==> config.mk <==
export PLATFORM = sky130hd
export DESIGN_NAME = pci_arbiter
export DESIGN_NICKNAME = d
export VERILOG_FILES = /design/src/rtl/pci_arbiter.sv
export SDC_FILE = /design/constraint.sdc
export NUM_CORES = 1
export LEC_CHECK = 0
export CORE_ASPECT_RATIO = 0.9
export CORE_MARGIN = 2
export CORE_UTILIZATION = 55
export CTS_CLUSTER_DIAMETER = 120
export DETAILED_ROUTE_END_ITERATION = 8
export GPL_TIMING_DRIVEN = 0
export PLACE_DENSITY = 0.86
export SLEW_MARGIN = 20
export SYNTH_ARGS = -nofsm -noshare
export SYNTH_HDL_FRONTEND = slang
export SYNTH_SLANG_ARGS = --single-unit
==> constraint.sdc <==
create_clock -name clk -period 2.8 [get_ports clk]
set_input_delay 0.42 -clock clk [delete_from_list [all_inputs] [get_ports clk]]
set_output_delay 0.42 -clock clk [all_outputs]
set_load 0.005 [all_outputs]
==> src/rtl/pci_arbiter.sv <==
// Central PCI bus arbiter: round-robin grant over active-low requests, with
// one dead cycle on every grant handover, bus parking and grant timeout.
module pci_arbiter #(
    parameter int unsigned NUM_DEV     = 3,
    parameter int unsigned OWNER_W     = 2,
    parameter int unsigned PARK_DEV    = 0,
    parameter int unsigned GNT_TIMEOUT = 16
) (
    input  logic               clk,
    input  logic               areset,
    input  logic [NUM_DEV-1:0] req_n,
    input  logic               frame_n,
    input  logic               irdy_n,
    output logic [NUM_DEV-1:0] gnt_n,
    output logic [OWNER_W-1:0] owner,
    output logic               bus_busy,
    output logic               timeout
);

    typedef enum logic [1:0] {StSwitch, StPark, StGrant, StBusy} state_e;

    localparam int unsigned TimerW = $clog2(GNT_TIMEOUT + 1);
    localparam logic [OWNER_W-1:0] ParkIdx = OWNER_W'(PARK_DEV);
    localparam logic [OWNER_W-1:0] LastIdx = OWNER_W'(NUM_DEV - 1);
    localparam logic [TimerW-1:0]  TimerMax = TimerW'(GNT_TIMEOUT);

    state_e               state_q, state_d;
    logic [OWNER_W-1:0]   owner_q, owner_d;
    logic [OWNER_W-1:0]   rr_ptr_q, rr_ptr_d;
    logic [TimerW-1:0]    timer_q, timer_d;
    logic [NUM_DEV-1:0]   gnt_n_q, gnt_n_d;
    logic                 bus_busy_q, bus_busy_d;
    logic                 timeout_q, timeout_d;

    logic                 any_req;
    logic [OWNER_W-1:0]   winner;
    logic [OWNER_W-1:0]   idx;
    int                   idx_int;
    logic [OWNER_W-1:0]   owner_inc;
    logic [TimerW-1:0]    timer_inc;
    logic                 bus_idle;

    assign bus_idle  = frame_n & irdy_n;
    assign owner_inc = (owner_q == LastIdx) ? '0 : owner_q + 1'b1;
    assign timer_inc = timer_q + 1'b1;

    // First low request searching upward from rr_ptr, wrapping at NUM_DEV.
    always_comb begin
        any_req = 1'b0;
        winner  = ParkIdx;
        idx     = '0;
        idx_int = 0;
        for (int i = 0; i < NUM_DEV; i++) begin
            idx_int = int'(rr_ptr_q) + i;
            if (idx_int >= int'(NUM_DEV)) begin
                idx_int = idx_int - int'(NUM_DEV);
            end
            idx = OWNER_W'(idx_int);
            if (!any_req && !req_n[idx]) begin
                any_req = 1'b1;
                winner  = idx;
            end
        end
    end

    always_comb begin
        state_d   = state_q;
        owner_d   = owner_q;
        rr_ptr_d  = rr_ptr_q;
        timer_d   = timer_q;
        timeout_d = 1'b0;
        unique case (state_q)
            StSwitch: begin
                timer_d = '0;
                if (any_req) begin
                    state_d = StGrant;
                    owner_d = winner;
                end else begin
                    state_d = StPark;
                    owner_d = ParkIdx;
                end
            end
            StPark: begin
                timer_d = '0;
                if (!frame_n) begin
                    state_d  = StBusy;
                    rr_ptr_d = owner_inc;
                end else if (any_req) begin
                    state_d = (winner == ParkIdx) ? StGrant : StSwitch;
                end
            end
            StGrant: begin
                // FRAME# takes priority over an expiring timer.
                if (!frame_n) begin
                    state_d  = StBusy;
                    rr_ptr_d = owner_inc;
                    timer_d  = '0;
                end else if (bus_idle && timer_inc == TimerMax) begin
                    state_d   = StSwitch;
                    timeout_d = 1'b1;
                    rr_ptr_d  = owner_inc;
                    timer_d   = '0;
                end else if (req_n[owner_q]) begin
                    timer_d = '0;
                    state_d = (!any_req && owner_q == ParkIdx) ? StPark : StSwitch;
                end else if (bus_idle) begin
                    timer_d = timer_inc;
                end
            end
            StBusy: begin
                timer_d = '0;
                if (frame_n) begin
                    if (any_req) begin
                        state_d = (winner == owner_q) ? StGrant : StSwitch;
                    end else begin
                        state_d = (owner_q == ParkIdx) ? StPark : StSwitch;
                    end
                end
            end
            default: state_d = StSwitch;
        endcase

        // Outputs are registered copies of the next state.
        gnt_n_d = '1;
        if (state_d != StSwitch) begin
            gnt_n_d[owner_d] = 1'b0;
        end
        bus_busy_d = (state_d == StBusy);
    end

    always_ff @(posedge clk or posedge areset) begin
        if (areset) begin
            state_q    <= StSwitch;
            owner_q    <= ParkIdx;
            rr_ptr_q   <= '0;
            timer_q    <= '0;
            gnt_n_q    <= '1;
            bus_busy_q <= 1'b0;
            timeout_q  <= 1'b0;
        end else begin
            state_q    <= state_d;
            owner_q    <= owner_d;
            rr_ptr_q   <= rr_ptr_d;
            timer_q    <= timer_d;
            gnt_n_q    <= gnt_n_d;
            bus_busy_q <= bus_busy_d;
            timeout_q  <= timeout_d;
        end
    end

    assign gnt_n    = gnt_n_q;
    assign owner    = owner_q;
    assign bus_busy = bus_busy_q;
    assign timeout  = timeout_q;

endmodule

Yosys cells after proc, flatten, opt, wreduce, memory -nomap -nowiden
Cells that the tools add are included. Widths: inputs -> output; s select.

ROM bits: 0. Bits of input ports: 7. Flip-flop bits (word level): 16. Memory bits (writable): 0. Output and inout port bits: 7. Bits in latches: 0. Memories: 0.

Divide/modulo/power cells: 0. Reduce and logical (&&, ||, !) cells: 16. $mul: 0. Muxes and demuxes: 48. Equal/unequal tests: 10. Bitwise gates (word level): 2. Shift operators: 0. Add/subtract/negate cells: 7. Magnitude comparators: 9.

Operators by type and width (count): $mux 2 (22); $mux 5 (4); $lt 2x3->1 const B (5); $mux 1 (13); $pmux 5 s2 (1); $bmux 1 s2 (4); $eq 2x2->1 const B (4); $pmux 2 s4 (1); $ge 3x2->1 const B (2); $logic_not 2->1 (3); $sub 2x2->2 const B (3); $add 5x1->5 const B (1); $eq 5x5->1 const B (1); $logic_and 1x1->1 (5); $ne 5x5->1 const B (1); $logic_not 1->1 (4); $pmux 2 s2 (1); $reduce_bool 2->1 (2); $add 2x1->3 const B (1); $add 2x2->3 const B (1); $mux 3 (1); $ne 3x3->1 const B (1); $not 3->3 (1); $reduce_and 3->1 (1); other kinds (9) (9).

Longest topological paths before layout
Gate-level depths: netlist of the first run.

Depth after elaboration: 20. Gate-level depth with buffers: 9.

Worst setup path after synthesis of the first run
OpenSTA, ideal clock, no wires.

Kind: reg2reg. Start point: register rr_ptr_q[1]. End point: register gnt_n_q[1] (netlist: gnt_n[1]). Stages on the path, launching flop included: 10. Slack: 0.747 ns. Setup time: 0.095 ns. Data arrival time: 1.958 ns. Period minus slack after synthesis: 2.053 ns. Data required time: 2.705 ns. Path buffers: 0. Path through: dfrtp_1 > inv_1 > ha_1 > mux2i_1 > nand2b_1 > a32oi_4 > o22a_1 > a31oi_2 > o31ai_4 > nand3b_1.

Word-level cells in the longest chain between the ends: 20.

RTL lines: start, declared (line 29) `logic [OWNER_W-1:0] rr_ptr_q, rr_ptr_d;`; start signal, assigned (line 143) `rr_ptr_q <= rr_ptr_d;`; branches (longest 19 deep; another with $add 2x1->3); $mux 3 * (line 125) `if (state_d != StSwitch) begin`; named net gnt_n_d[1] (line 31) `logic [NUM_DEV-1:0] gnt_n_q, gnt_n_d;`; end signal, assigned (line 145) `gnt_n_q <= gnt_n_d;`; end, declared (line 31).

Mark *: on every way through the listed nets, which the timed path passes. The select of a mux whose other input is x is not followed. A chain may end at the register's enable or synchronous reset.

Worst setup path after layout of the first run
Ends and elaborated chain as after synthesis.

==> results.py, run 1 <==
metrics = {
    "clock_network": {
        "tritoncts": "yes",
        "cts.path.max_buffers": 2,
        "numClockSinks": 16,
        "count_of_cells_resized_by_post_cts_repair": 0,
        "clock_tree.root_cell": "clkbuf_4",
        "cts_max_level": 1,
        "postCtsHoldBufs": 0,
        "tritoncts.num_buffers": 3,
        "clk_latency_ns": 0.29,
        "cts.clk_slew.worst_paths_ns": 0.09,
        "postCtsSetupRepairBufs": 0,
    },
    "timing": {
        "fin_setup_tns_ns": 0,
        "setup_repair_after_global_routing_missed_its_margin": "no",
        "final-hold-violation-count": 0,
        "fmax_mhz": 436.5,
        "finalCriticalPeriod_ns": 2.291,
        "worstMarginPinSlew_ns": 0.6050,
        "clock-skew-final_ns": 0.009429,
        "final_max_slew_viol_count": 0,
        "setup_viol": 0,
        "relSlewSlack": 0.5962,
        "tcrit_tclk_final": 0.8181,
    },
    "global_route": {
        "grt_pass1_wl_um": 4188,
        "grt_antenna_before_repair": 0,
        "met3_usage": 0.03704,
        "most_utilized_layer_in_the_global_route_result": "met2",
        "grtUsageMet2": 0.3374,
        "grt_util_all_layers": 0.2167,
        "vias_in_the_first_global_route": 957,
        "grt_use_met1": 0.3008,
        "gr-total-overflow": 0,
        "grt_start_max_net_pins": 17,
    },
    "pwr": {
        "power_density_nw_per_um2": 974.3,
        "largest_vdd_supply_drop_uv": 696.1,
        "power.leakage_uw": 0.0005615,
    },
    "die": {
        "floorplan.initialDensity": 0.5654,
        "die-area_um2": 2572,
        "chip_width_um": 53.24,
        "ioPinCount": 14,
        "core_area_um2": 2122,
        "chipHeight_um": 48.31,
        "std_cell_rows": 16,
    },
    "final_layout": {
        "layout.core_utilization": 0.6551,
        "nFillCells": 181,
        "post_route_cells_drive_above_1_share": 0.1655,
        "seqCellArea_um2": 404.1,
        "final_net_count": 153,
        "antennaDiodeCount": 0,
        "areaGrowthSynthToFinish_pct": 15.85,
        "multiInputGateArea_um2": 757.0,
    },
    "drt": {
        "drt_drc_violations_left": 0,
        "route.antenna.remaining_nets": 0,
        "dr_wl_cell_um": 15.17,
        "detail_route.vias_per_cell": 5.976,
        "dr_total_vias": 992,
        "drt_first_pass_iters": 4,
        "drt_first_iter_violations": 41,
        "final_wirelength_um": 2518,
    },
    "place": {
        "gp_congestion": 0.8894,
        "placement.io_buffers": 13,
        "hpwl_um": 1929,
    },
    "synthesis": {
        "synth.yosys.seq_area_share": 0.3368,
        "asr_flop_ratio_synth": 1.000,
        "syn_avg_cell_area_um2": 9.835,
        "postSynthRegisterBits": 16,
        "synth.yosys.warnings": 0,
        "synth_edf_count": 0,
        "synth.distinct_cells": 47,
        "mappedNetlistArea_um2": 1200,
        "post_synth_inst_count": 122,
        "synth_nets": 135,
        "postSynth.topFlopCell": "dfrtp_1",
    },
    "critical_path": {
        "worst_path_fanout_max": 5,
        "worstPathArrival_ns": 2.50,
        "critical_path_required_ns": 3.01,
        "start_kind": "register",
        "worst-setup-path-type": "reg -> reg",
        "endpoint_kind": "register",
    },
    "flow_run": {
        "maxCapViolations": 0,
    },
    "worst_hold_path": {
        "hp-class": "in -> async",
    },
    "status": {
        "status": "finished, final reports clean",
    },
}
==> area by class of cell <==
| type | instances | area share |
|---|---|---|
| buffer | 3 | 0.01440 |
| clock buffer | 4 | 0.01890 |
| inverter | 5 | 0.01350 |
| multi-input combinational | 98 | 0.5446 |
| sequential | 16 | 0.2907 |
| tap | 27 | 0.02430 |
| timing repair buffer | 13 | 0.09361 |
==> kinds of logic after synthesis <==
logic type / after synthesis / synth area share
buf+inv: 8 / 0.03232
mux: 4 / 0.04484
compound gates: 35 / 0.2399
fa+ha+maj: 6 / 0.06256
simple gates: 50 / 0.2617
flops: 16 / 0.3368
xor+xnor: 3 / 0.02190
==> state kept, by name, summed over array words and instances (netlist names) <==
signal    flops
timeout       1
gnt_n         3
rr_ptr_q      2
state_q       2
bus_busy      1
timer_q       5
owner         2
==> critical path, stage by stage, from the launching register on <==
cell and delay [ns]:
dfrtp_1 0.42, inv_1 0.09, ha_1 0.20, mux2i_1 0.35, nand2b_1 0.14, a32oi_4 0.29, o22a_1 0.19, a31oi_2 0.13
o31ai_4 0.28, nand3b_1 0.10
==> cell usage in the layout (no fill, tap or decap), types with 2 or more instances in the layout <==
| cell type | synthesis | final |
|---|---|---|
| o21ai_1 | 2 | 2 |
| o22a_1 | 2 | 2 |
| nand4bb_1 | 2 | 2 |
| nor3b_1 | 3 | 3 |
| o21ai_0 | 10 | 10 |
| nand3b_1 | 3 | 3 |
| nor2_1 | 10 | 10 |
| buf_4 | 2 | 2 |
| dfrtp_1 | 13 | 13 |
| clkdlybuf4s50_1 | 0 | 13 |
| inv_1 | 5 | 5 |
| nand2b_1 | 4 | 4 |
| nand3_1 | 7 | 7 |
| nand2_1 | 8 | 8 |
| clkbuf_4 | 0 | 3 |
| a21o_1 | 2 | 2 |
| mux2i_1 | 2 | 2 |
| xor2_1 | 3 | 3 |
| dfstp_2 | 3 | 3 |
| ha_1 | 6 | 6 |
| a21oi_1 | 7 | 7 |
==> Yosys cell counts, drive strengths merged, types with 2 or more instances <==
cell type  count  share of area
a21o           2          0.013
a21oi          7          0.029
a31oi          2          0.016
and2           2          0.011
and3           2          0.015
buf            3          0.017
dfrtp         13           0.27
dfstp          3          0.066
ha             6          0.063
inv            5          0.016
mux2i          3          0.035
nand2          8          0.025
nand2b         4          0.021
nand3          7          0.029
nand3b         3          0.019
nand4bb        2          0.019
nor2          10          0.031
nor2b          2          0.017
nor3b          3          0.019
o21ai         12          0.050
o22a           2          0.015
or2            2          0.013
xor2           3          0.022
==> final timing paths <==
check / slack (ns) / cells after the start / endpoint / startpoint
hold / removal: 0.48 / 2 / state_q[0] / areset
setup reg to reg: 0.51 / 9 / gnt_n[1] / rr_ptr_q[1]
max in group asynchronous: 1.92 / 2 / state_q[1] / areset
hold reg to reg: 0.55 / 1 / rr_ptr_q[1] / rr_ptr_q[1]
min in group clk: 0.55 / 1 / rr_ptr_q[1] / rr_ptr_q[1]
setup / recovery: 0.51 / 9 / gnt_n[1] / rr_ptr_q[1]
==> per-stage QoR <==
stage / power (uW) / instance area (um2) / worst slack [ns] / std cells / hold slack [ns]
3_5_place_dp: 1223 / 1364 / 0.2708 / 162 / 0.5236
5_1_grt: 1449 / 1390 / 0.3619 / 166 / 0.5703
6_report: 1354 / 1390 / 0.5092 / 166 / 0.4841
2_1_floorplan: 1019 / 1200 / 0.7470 / 122 / 0.3316
4_1_cts: 1353 / 1390 / 0.5134 / 166 / 0.5019
3_3_place_gp: 1191 / 1364 / 0.3483 / 162 / 0.4876
==> metal layers <==
| layer | up-vias | part of all wire |
|---|---|---|
| li1 | 479 | - |
| met1 | 475 | 0.45 |
| met2 | 34 | 0.47 |
| met3 | 4 | 0.057 |
| met4 | 0 | 0.014 |
| met5 | - | 0 |
==> where the power goes <==
part / switching, uW / internal, uW
Sequential: 56.5 / 308
Combinational: 453 / 409
Clock: 72.8 / 55.5
Total: 582 / 772
(Power assumes the default switching activity.)
==> run 2, diff against run 1 <==
- clock period: 2.8 -> 2.4 ns (I/O delays scaled with it)
==> results.py, run 2 (synthesis results as in run 1) <==
metrics = {
    "status": {
        "status": "finished, final reports clean",
    },
    "drt": {
        "drt_drc_violations_left": 0,
        "dr_total_vias": 995,
        "route.antenna.remaining_nets": 0,
        "drt_first_iter_violations": 28,
        "dr_wl_cell_um": 15.92,
        "final_wirelength_um": 2642,
        "drt_first_pass_iters": 4,
        "detail_route.vias_per_cell": 5.994,
    },
    "final_layout": {
        "areaGrowthSynthToFinish_pct": 18.98,
        "final_net_count": 153,
        "post_route_cells_drive_above_1_share": 0.2014,
        "design_area_um2": 1428,
        "layout.cells.most_common_list": "dfrtp_1 (13), clkdlybuf4s50_1 (13), nor2_1 (10), o21ai_0 (10), nand2_1 (8)",
        "largest_register_ff_count": 5,
        "antennaDiodeCount": 0,
        "top_register": "timer_q",
    },
    "critical_path": {
        "worst-setup-path-type": "reg -> reg",
        "timing.critical_path.max_delay_family": "compound AO/OA/AOI/OAI gates",
        "critical_path.slowest_cell": "dfrtp_1",
        "crit_path_cell_trace": "inv_1 -> ha_1 -> a21oi_1 -> a2111oi_4 -> or2_4 -> o2111ai_1 -> and3_4 -> o31ai_4 -> nand3b_1",
        "endpoint_kind": "register",
        "start_kind": "register",
        "worst_path_fanout_max": 4,
        "max_stage_delay_ns": 0.43,
        "worstPathArrival_ns": 2.47,
        "timing.reg2reg.worst_path_depth": 9,
        "logic_depth_of_the_worst_path_buffers_included": 9,
        "critical_path_required_ns": 2.60,
        "critical_path_buffers_and_inverters": 1,
    },
    "pwr": {
        "power_density_nw_per_um2": 1160,
        "p_comb_frac": 0.651,
        "power.internal_uw": 937.8,
        "report.power.total_uw": 1655,
        "power_frac_seq": 0.258,
        "power.switching_fraction": 0.4335,
        "share_clk_of_total_power": 0.090,
        "power.net_switching_uw": 717.6,
        "largest_vdd_supply_drop_uv": 808.5,
        "power.leakage_uw": 0.0005679,
    },
    "timing": {
        "setup_viol": 0,
        "fmax_mhz": 441.6,
        "final.hold.worst_slack_ns": 0.4203,
        "relSlewSlack": 0.6001,
        "fin_setup_tns_ns": 0,
        "setup_repair_after_global_routing_missed_its_margin": "no",
        "final-hold-violation-count": 0,
        "final_max_slew_viol_count": 0,
        "finalCriticalPeriod_ns": 2.265,
        "tcrit_tclk_final": 0.9435,
        "worstMarginPinSlew_ns": 0.5992,
        "clock-skew-final_ns": 0.01054,
    },
    "clock_network": {
        "clock_tree.root_cell": "clkbuf_4",
        "clk_latency_ns": 0.29,
        "postCtsSetupRepairBufs": 0,
        "postCtsHoldBufs": 0,
        "cts_max_level": 1,
        "cts.path.max_buffers": 2,
        "count_of_cells_resized_by_post_cts_repair": 0,
        "cts.clk_slew.worst_paths_ns": 0.09,
        "tritoncts": "yes",
        "numClockSinks": 16,
        "tritoncts.num_buffers": 3,
    },
    "place": {
        "placement.io_buffers": 13,
        "hpwl_um": 1929,
        "placement.cell_area_um2": 1364,
        "gp_congestion": 0.8894,
    },
    "die": {
        "core_area_um2": 2122,
        "ioPinCount": 14,
        "floorplan.initialDensity": 0.5654,
        "std_cell_rows": 16,
        "chipHeight_um": 48.31,
        "die-area_um2": 2572,
        "chip_width_um": 53.24,
    },
    "global_route": {
        "grt_start_max_net_pins": 17,
        "grt_pass1_wl_um": 4188,
        "grt_util_all_layers": 0.2167,
        "grt_antenna_before_repair": 0,
        "gr-total-overflow": 0,
        "vias_in_the_first_global_route": 957,
    },
    "worst_hold_path": {
        "hp-class": "in -> async",
    },
    "flow_run": {
        "maxCapViolations": 0,
    },
}
[run 2: power by group through the flow]
stage	clock network [uW]	registers, uW	logic, uW
after detailed placement	0	430	996
after global placement	0	426	963
after global routing	166	441	1160
final	150	428	1080
after floorplan	0	422	767
after CTS	155	425	999
[run 2: layout make-up]
cell class | count | area (um2)
buffer | 3 | 20.02
inverter | 5 | 18.77
tap | 27 | 33.78
sequential | 16 | 404.1
clock buffer | 4 | 26.28
multi-input combinational | 98 | 794.5
fill | 176 | 694.4
timing repair buffer | 13 | 130.1
[run 2: through the flow]
| stage | utilization | setup slack, ns | std cells |
|---|---|---|---|
| floorplan | - | 0.3470 | 122 |
| global placement | 0.6427 | 0.008304 | 162 |
| detailed placement | 0.6427 | -0.06918 | 162 |
| CTS | 0.6551 | 0.1134 | 166 |
| global route | 0.6728 | 0.01079 | 166 |
| finish | 0.6728 | 0.1355 | 166 |
[run 2: path summary, 6_finish.rpt]
path | end | start | slack, ns
setup reg to reg | gnt_n[1] | rr_ptr_q[0] | 0.14
hold reg to reg | timer_q[3] | timer_q[3] | 0.55
min in group clk | timer_q[3] | timer_q[3] | 0.55
hold / removal | state_q[0] | areset | 0.42
max in group asynchronous | owner[0] | areset | 1.58
setup / recovery | gnt_n[1] | rr_ptr_q[0] | 0.14
[run 2: routing by layer]
metal  up-vias  track usage  part of all wire
met5         -            0                 0
met4         0      0.07692             0.013
met3         4      0.03704             0.049
met2        36       0.3374              0.50
met1       475       0.3008              0.44
li1        480            -                 -
